File: src/rtl/seg7_scan_driver_pkg.sv
// Shared constants and helpers for the multiplexed 7-segment hex display driver.
//   SEG_OFF_AL    : all segments dark, active-low gfedcba
//   SEG_TABLE_AL  : hex digit -> active-low gfedcba pattern
//   onehot()      : one-hot vector of ONEHOT_MAX bits with bit idx set
package seg7_scan_driver_pkg;

    localparam int unsigned ONEHOT_MAX = 32;

    localparam logic [6:0] SEG_OFF_AL = 7'b1111111;

    localparam logic [6:0] SEG_TABLE_AL [16] = '{
        7'b1000000, 7'b1111001, 7'b0100100, 7'b0110000,
        7'b0011001, 7'b0010010, 7'b0000010, 7'b1111000,
        7'b0000000, 7'b0010000, 7'b0001000, 7'b0000011,
        7'b1000110, 7'b0100001, 7'b0000110, 7'b0001110
    };

    // Callers truncate to their own digit count; supports up to ONEHOT_MAX digits.
    function automatic logic [ONEHOT_MAX-1:0] onehot(input int unsigned idx);
        return ONEHOT_MAX'(1) << idx;
    endfunction

endpackage

File: src/rtl/seg7_scan_driver_if.sv
// Bus between the value source and the scan driver.
//   Value     : packed nibbles, Value[3:0] = digit 0
//   Load      : capture Value into the shadow register
//   Blank_lz  : enable leading-zero blanking
//   Seg       : segment pins {g,f,e,d,c,b,a}
//   Dig_en    : one-hot digit enables
//   Scan_wrap : one-cycle pulse when the scan returns to digit 0
interface seg7_scan_driver_if #(
    parameter int unsigned N_DIGITS = 4
);
    logic [4*N_DIGITS-1:0] Value;
    logic                  Load;
    logic                  Blank_lz;
    logic [6:0]            Seg;
    logic [N_DIGITS-1:0]   Dig_en;
    logic                  Scan_wrap;

    modport master (
        output Value, Load, Blank_lz,
        input  Seg, Dig_en, Scan_wrap
    );

    modport slave (
        input  Value, Load, Blank_lz,
        output Seg, Dig_en, Scan_wrap
    );
endinterface

File: src/rtl/seg7_scan_driver_hex_lut.sv
// Hex nibble to active-low 7-segment pattern.
//   i_nib    : hex digit
//   o_seg_al : active-low gfedcba
module seg7_hex_lut
    import seg7_scan_driver_pkg::*;
(
    input  logic [3:0] i_nib,
    output logic [6:0] o_seg_al
);

    always_comb begin
        o_seg_al = SEG_OFF_AL;
        case (i_nib)
            4'h0: o_seg_al = SEG_TABLE_AL[0];
            4'h1: o_seg_al = SEG_TABLE_AL[1];
            4'h2: o_seg_al = SEG_TABLE_AL[2];
            4'h3: o_seg_al = SEG_TABLE_AL[3];
            4'h4: o_seg_al = SEG_TABLE_AL[4];
            4'h5: o_seg_al = SEG_TABLE_AL[5];
            4'h6: o_seg_al = SEG_TABLE_AL[6];
            4'h7: o_seg_al = SEG_TABLE_AL[7];
            4'h8: o_seg_al = SEG_TABLE_AL[8];
            4'h9: o_seg_al = SEG_TABLE_AL[9];
            4'hA: o_seg_al = SEG_TABLE_AL[10];
            4'hB: o_seg_al = SEG_TABLE_AL[11];
            4'hC: o_seg_al = SEG_TABLE_AL[12];
            4'hD: o_seg_al = SEG_TABLE_AL[13];
            4'hE: o_seg_al = SEG_TABLE_AL[14];
            4'hF: o_seg_al = SEG_TABLE_AL[15];
            default: o_seg_al = SEG_OFF_AL;
        endcase
    end

endmodule

File: src/rtl/seg7_scan_driver.sv
// Time-multiplexed N-digit hex 7-segment driver with one dark cycle per slot.
//   Clock  : rising-edge clock
//   Resetn : synchronous active-low reset
//   bus    : slave side of seg7_scan_driver_if (Value/Load/Blank_lz in,
//            registered Seg/Dig_en/Scan_wrap out)
module seg7_scan_driver
    import seg7_scan_driver_pkg::*;
#(
    parameter int unsigned N_DIGITS    = 4,
    parameter int unsigned PRESCALE    = 50000,
    parameter int unsigned SEG_ACT_LOW = 1,
    parameter int unsigned DIG_ACT_LOW = 0
) (
    input  logic              Clock,
    input  logic              Resetn,
    seg7_scan_driver_if.slave bus
);

    localparam int unsigned CNT_W = $clog2(PRESCALE);
    localparam int unsigned IDX_W = (N_DIGITS > 1) ? $clog2(N_DIGITS) : 1;
    localparam int unsigned VAL_W = 4 * N_DIGITS;

    localparam logic [CNT_W-1:0]    CNT_LAST = CNT_W'(PRESCALE - 1);
    localparam logic [IDX_W-1:0]    IDX_LAST = IDX_W'(N_DIGITS - 1);
    localparam logic [6:0]          SEG_OFF  = (SEG_ACT_LOW != 0) ? SEG_OFF_AL : ~SEG_OFF_AL;
    localparam logic [N_DIGITS-1:0] DIG_OFF  = (DIG_ACT_LOW != 0) ? '1 : '0;

    logic [CNT_W-1:0]    r_cnt;
    logic [IDX_W-1:0]    r_idx;
    logic [VAL_W-1:0]    r_shadow;
    logic [6:0]          r_seg;
    logic [N_DIGITS-1:0] r_dig;
    logic                r_wrap;

    logic                w_slot_end;
    logic [N_DIGITS-1:0] w_blank;
    logic [3:0]          w_nib;
    logic                w_cur_blank;
    logic [6:0]          w_seg_al;
    logic [6:0]          w_seg_next;
    logic [N_DIGITS-1:0] w_dig_next;

    assign w_slot_end = (r_cnt == CNT_LAST);

    // Leading-zero mask: digit i blanks when it and every digit above it are zero.
    always_comb begin
        logic w_zero_above;
        w_blank      = '0;
        w_zero_above = 1'b1;
        for (int i = N_DIGITS - 1; i >= 0; i--) begin
            w_zero_above = w_zero_above && (r_shadow[4*i +: 4] == 4'h0);
            if (i != 0) begin
                w_blank[i] = bus.Blank_lz && w_zero_above;
            end
        end
    end

    // Select the nibble and blank flag of the digit currently being scanned.
    always_comb begin
        w_nib       = 4'h0;
        w_cur_blank = 1'b0;
        for (int i = 0; i < N_DIGITS; i++) begin
            if (r_idx == IDX_W'(i)) begin
                w_nib       = r_shadow[4*i +: 4];
                w_cur_blank = w_blank[i];
            end
        end
    end

    seg7_hex_lut u_lut (
        .i_nib    (w_nib),
        .o_seg_al (w_seg_al)
    );

    // Apply blanking and pin polarity to the lit-cycle outputs.
    always_comb begin
        w_seg_next = w_cur_blank ? SEG_OFF_AL : w_seg_al;
        if (SEG_ACT_LOW == 0) begin
            w_seg_next = ~w_seg_next;
        end
        w_dig_next = N_DIGITS'(onehot(32'(r_idx)));
        if (DIG_ACT_LOW != 0) begin
            w_dig_next = ~w_dig_next;
        end
    end

    // Prescaler, digit index, shadow capture and registered pin drivers.
    always_ff @(posedge Clock) begin
        if (!Resetn) begin
            r_cnt    <= '0;
            r_idx    <= '0;
            r_shadow <= '0;
            r_seg    <= SEG_OFF;
            r_dig    <= DIG_OFF;
            r_wrap   <= 1'b0;
        end else begin
            r_wrap <= w_slot_end && (r_idx == IDX_LAST);
            if (bus.Load) begin
                r_shadow <= bus.Value;
            end
            if (w_slot_end) begin
                // Dead cycle between digits to keep the old pattern off the new anode.
                r_cnt <= '0;
                r_idx <= (r_idx == IDX_LAST) ? '0 : r_idx + IDX_W'(1);
                r_seg <= SEG_OFF;
                r_dig <= DIG_OFF;
            end else begin
                r_cnt <= r_cnt + CNT_W'(1);
                r_seg <= w_seg_next;
                r_dig <= w_dig_next;
            end
        end
    end

    assign bus.Seg       = r_seg;
    assign bus.Dig_en    = r_dig;
    assign bus.Scan_wrap = r_wrap;

endmodule

File: src/flat_wrapper.sv
// flat-port wrapper written by rule: the top's interface ports become plain ports
module seg7_scan_driver_flat import seg7_scan_driver_pkg::*;
#(
    parameter int unsigned N_DIGITS    = 4,
    parameter int unsigned PRESCALE    = 50000,
    parameter int unsigned SEG_ACT_LOW = 1,
    parameter int unsigned DIG_ACT_LOW = 0
)
  (Clock, Resetn, bus_Value, bus_Load, bus_Blank_lz, bus_Seg, bus_Dig_en, bus_Scan_wrap);
  seg7_scan_driver_if #(.N_DIGITS(N_DIGITS)) bus_i ();
  input  logic Clock;
  input  logic Resetn;
  input wire logic [$bits(bus_i.Value)-1:0] bus_Value;
  input wire logic [$bits(bus_i.Load)-1:0] bus_Load;
  input wire logic [$bits(bus_i.Blank_lz)-1:0] bus_Blank_lz;
  output wire logic [$bits(bus_i.Seg)-1:0] bus_Seg;
  output wire logic [$bits(bus_i.Dig_en)-1:0] bus_Dig_en;
  output wire logic [$bits(bus_i.Scan_wrap)-1:0] bus_Scan_wrap;
  assign bus_i.Value = bus_Value;
  assign bus_i.Load = bus_Load;
  assign bus_i.Blank_lz = bus_Blank_lz;
  assign bus_Seg = bus_i.Seg;
  assign bus_Dig_en = bus_i.Dig_en;
  assign bus_Scan_wrap = bus_i.Scan_wrap;
  seg7_scan_driver #(.N_DIGITS(N_DIGITS), .PRESCALE(PRESCALE), .SEG_ACT_LOW(SEG_ACT_LOW), .DIG_ACT_LOW(DIG_ACT_LOW)) u_core (.Clock(Clock), .Resetn(Resetn), .bus(bus_i));
endmodule
File: config.mk
export PLATFORM = sky130hd
export DESIGN_NAME = seg7_scan_driver_flat
export DESIGN_NICKNAME = d
export VERILOG_FILES = /design/src/rtl/seg7_scan_driver_pkg.sv /design/src/rtl/seg7_scan_driver_if.sv /design/src/rtl/seg7_scan_driver_hex_lut.sv /design/src/rtl/seg7_scan_driver.sv /design/src/flat_wrapper.sv
export SDC_FILE = /design/constraint.sdc
export NUM_CORES = 1
export LEC_CHECK = 0
export ABC_AREA = 1
export BUFFER_PORTS_ARGS = -buffer_cell sky130_fd_sc_hd__buf_2
export CORE_ASPECT_RATIO = 0.8
export CORE_MARGIN = 5
export CORE_UTILIZATION = 50
export CTS_CLUSTER_SIZE = 10
export DETAILED_ROUTE_END_ITERATION = 10
export GPL_ROUTABILITY_DRIVEN = 1
export PLACE_DENSITY = 0.77
export SLEW_MARGIN = 5
export SYNTH_ARGS = -nofsm -noshare
export SYNTH_HDL_FRONTEND = slang
export SYNTH_SLANG_ARGS = --single-unit
File: constraint.sdc
create_clock -name Clock -period 2.43 [get_ports Clock]
set_clock_uncertainty 0.15 [all_clocks]
set_input_delay 0.486 -clock Clock [delete_from_list [all_inputs] [get_ports Clock]]
set_output_delay 0.486 -clock Clock [all_outputs]
set_load 0.05 [all_outputs]
# Word-level counts from Yosys, hierarchy flattened
# Memory sizes are Yosys's and may differ from the RTL's. A register that Yosys moved wholly into a read port is not among the register bits.
# Cells that the tools add are included.
# totals
out_inout_bits	12
reg_bits	39
memories	1
romBits	112
wordCells	34
inputBits	20
# classes
n_bitwise	1
add_sub_neg	2
eq_ne	4
shift	1
n_reduce_logical	12
n_mux	8
# mem_list
name	words	width	rd	rd_clocked_by_memory_dff	wr	line	text
(name not given)	16	7	1	1	0	seg7_scan_driver_hex_lut.sv:13	case (i_nib)
# ops
operator	n
adder 16 x 1 -> 16 bit (second input constant)	1
equality test 16 bit (second input constant)	1
two-way mux 4 bit	4
logical NOT 4 bit	3
logical AND 1 bit	6
equality test 2 bit (second input constant)	2
left shift 1 x 2 -> 4 bit (first input constant)	1
two-way mux 1 bit	3
OR reduction 3 bit	1
adder 2 x 1 -> 2 bit (second input constant)	1
equality test 2 x 1 -> 1 bit (second input constant)	1
logical NOT 2 bit	1
two-way mux 2 bit	1
OR reduction 2 bit	1
NOT 1 bit	1

# Logic depth before layout (Yosys ltp)
# logic_depth
ltp_word	8
mapped_depth	13
depth_no_buf	13

# Hierarchy
# A second synthesis with hierarchy kept.
# hier_totals
hier_cells	322
area_unflattened_um2	2323.5
# modules_own_cells
module	seq_area_each_um2	area_each_um2	instances	cells_each
seg7_scan_driver	920.9	2049.5	1	273
seg7_hex_lut	0.0	274.0	1	49

# Least setup slack after synthesis
# OpenSTA, ideal clock, no wires.
# synth_path
path_kind	register to register
startpoint	register u_core.r_idx[0]
endpoint	register u_core.r_seg[2] (netlist: u_core.bus.Seg[2])
path_stages_with_launch	13
required_ns	2.161
setup_slack_ns	0.473
setup_ns	0.119
path_buffers	0
arrival_ns	1.688
synth_period_minus_slack_ns	1.957
cell_sequence	dfxtp_1 > inv_1 > ha_1 > inv_1 > o211ai_1 > nand2_1 > nand2_1 > inv_1 > ha_1 > nand3_1 > nor2_1 > a21oi_1 > nand2_1
# synth_between
elab_chain_cells	5
word_cells_on_any_way	12
cone_classes	eq/ne (3); mux (7); reduce/logical (2)
# synth_lines
item	line	text
from (decl)	seg7_scan_driver.sv:29	logic [IDX_W-1:0] r_idx;
from (signal assigned)	seg7_scan_driver.sv:104	r_idx <= (r_idx == IDX_LAST) ? '0 : r_idx + IDX_W'(1);
equality test 2 x 1 -> 1 bit / logical NOT 2 bit (equally long branches)	seg7_scan_driver.sv:63	if (r_idx == IDX_W'(i)) begin
two-way mux 1 bit / two-way mux 4 bit (equally long branches) (3 in series)	seg7_scan_driver.sv:63	
OR reduction 3 bit (no source line) / two-way mux 4 bit (equally long branches)	--	
to (decl)	seg7_scan_driver.sv:31	logic [6:0] r_seg;
# Several ways; a longest one is shown, not always the timed one.
# A chain may end at the register's enable or synchronous reset.

# Worst setup path in the final report
# layout_path
startpoint	register u_core.r_idx[0]
endpoint	register u_core.r_seg[0] (netlist: u_core.bus.Seg[0])
# Same word-level chain as after synthesis.

==> metrics.cfg <==
[outcome]
status=complete, no violations

[critical_path]
r2r-start=u_core.r_idx[0]
start_kind=register
worstPathMaxFanout=6
rrSetupSlack_ns=0.25
crit_type=register to register
cp.required_ns=2.46
crit_top_cell=nand2_1
critical_path.startpoint=u_core.r_idx[0]
critical-path-max-stage-delay_ns=0.41
crit_path_top_delay_cell=dfxtp_1
cp-end-kind=register
arrival_ns=2.21
path_cells=inv_1, ha_1, nand2_1, nand2_1, nand3_1, nand2_1, nand2_1, inv_1, ha_1, nand3_1, nand3_1, nand2_1, nand2_1

[grt]
grt_pass1_wl_mm=8.37
grt_overflow_total=0
grt_pass1_vias=1898
grt_start_max_net_pins=26
track_usage_pct=17.1
antenna_found_initial=0

[floorplan]
io_pins=32
core_sq_mm=0.00428
die_h_um=70.1
chipWidth_um=85.1
placement_rows=21
dieArea_sq_mm=0.00597
start_util_pct=52.7

[drt]
vias=2074
post_drt_wl_per_cell_um=11.8
firstDrtPassIters=5
routed_wirelength_mm=4.77
vias_per_cell=5.13
ant_nets=0
drc=0
first_iter_violations=175

[finish]
fin_nets=378
final_cell_mix=nand2_1, nor2_1, dfxtp_1, inv_1, buf_2
layoutNonFillerInstCount=404
design_area_sq_mm=0.00257
diodes=0
final_util_pct=60.0
layout_commonest_cell=nand2_1
drive_gt1_share_pct=17.6
area_growth_pct=13.8

[cts]
worstSkewPairLatency_ns=0.29
cts_sinks=46
clockRootBuffer=clkbuf_8
cts_buffer_depth=2
clk_pin_slew_worst_paths_ns=0.08
hold_buffers=0
cts.htree.levels=2
cts-buffers-inserted=5
cts_tree=yes

[power]
ir_drop_v=0.000405
power.total_mw=1.57
power_density_mw_per_mm2=612
p_leak_nw=1.15

[min_path]
hold_start=bus_Value[0]
hold_path.class=input pin to register

[synth]
synthArstFlopShare_pct=0
synth_edf_count=0
synth_cells=315
ys_warn_count=0
syn_area_sq_mm=0.00226
postSynthAreaPerCell_sq_um=7.17
yosys_register_bits=46
synth_nets=346
yosysUniqueCellTypes=31
ys_seq_area_share_pct=40.8
ys_dominant_reg_cell=dfxtp_1

[placement]
post-place-ws_ns=0.210
dp_hpwl_mm=3.61
dp.cells=397
postPlaceCellArea_sq_mm=0.00245
portBuffers=31
gp_congestion=0.894

[timing]
setup_tns_ns=0
holdWs_ns=0.257
worstMarginPinSlew_ns=0.623
timing.final.crit_period_ns=2.18
grt_setup_unrepaired=false
period_share_pct=89.7
fin_ws_ns=0.250
max-slew-margin-rel_pct=58.4
max_freq_mhz=459
hold_viol_final=0
timing.final.setup_violations=0
slew_viol_final=0

[flow_run]
drv_cap=0

-- worst max-delay path, delay by kind of cell, from the launching register on --
| family | cells | cell delay (ns) |
|---|---|---|
| DFF | 1 | 0.41 |
| and+or+nand+nor | 9 | 0.75 |
| buffers and inverters | 2 | 0.25 |
| adders and majority gates | 2 | 0.52 |
-- power breakdown --
group / switching, mW / leakage [nW] / internal, mW / total [mW]
logic: 0.133 / 0.711 / 0.0591 / 0.192
registers: 0.0166 / 0.378 / 0.788 / 0.805
clock network: 0.247 / 0.0573 / 0.329 / 0.576
-- state kept, by name (all words and copies together), names as in the netlist --
signal,cells
u_core.r_idx,2
u_core.r_cnt,16
u_core.bus.Dig_en,4
u_core.r_shadow,16
u_core.bus.Scan_wrap,1
u_core.bus.Seg,7
-- Yosys cell counts, drive strengths merged, types with 2 or more instances --
cell type | number | area [sq um]
o21ai | 20 | 100
dfxtp | 46 | 921
clkbuf | 3 | 11.3
nor3 | 10 | 66.3
nand3 | 24 | 125
buf | 3 | 21.3
a21oi | 24 | 131
ha | 11 | 138
nor4 | 2 | 12.5
nand4 | 7 | 43.8
xor2 | 3 | 26.3
nor2 | 47 | 179
nand2 | 71 | 292
inv | 37 | 139
-- final cells by class --
| class | instances | area, sq um |
|---|---|---|
| fill | 394 | 1710 |
| multi-input combinational | 225 | 1170 |
| sequential | 46 | 921 |
| timing repair buffer | 31 | 155 |
| inverter | 38 | 143 |
| clock buffer | 6 | 82.6 |
| tap | 57 | 71.3 |
| clock inverter | 1 | 30.0 |
-- path summary, 6_finish.rpt --
check	endpoint	cells after the start
setup reg to reg	u_core.bus.Seg[0]	13
hold / removal	u_core.r_shadow[0]	3
setup / recovery	u_core.bus.Seg[0]	13
hold reg to reg	u_core.r_cnt[0]	1
-- routing by layer --
layer  GRT usage [%]  part of all wire [%]  vias up  wire length [um]
li1                -                     -     1087                 -
met1            25.3                    53      921              2530
met2            24.0                    40       64              1920
met3            5.29                   6.5        2               311
met4            3.87                  0.21        0                10
met5               0                     0        -                 0
-- logic make-up after synthesis --
| kind of cell | after synthesis | share of synthesized area [%] |
|---|---|---|
| simple gates | 163 | 32.5 |
| compound gates | 47 | 11.4 |
| flops | 46 | 40.8 |
| buf+inv | 44 | 7.76 |
| fa+ha+maj | 11 | 6.09 |
| xor+xnor | 4 | 1.55 |
-- what timing repair did --
| item | in CTS | in global routing |
|---|---|---|
| resized for setup | 0 | 2 |
| endpoints found under the setup margin | 0 | 5 |
| setup buffers | 0 | 0 |
(Power assumes the default switching activity.)
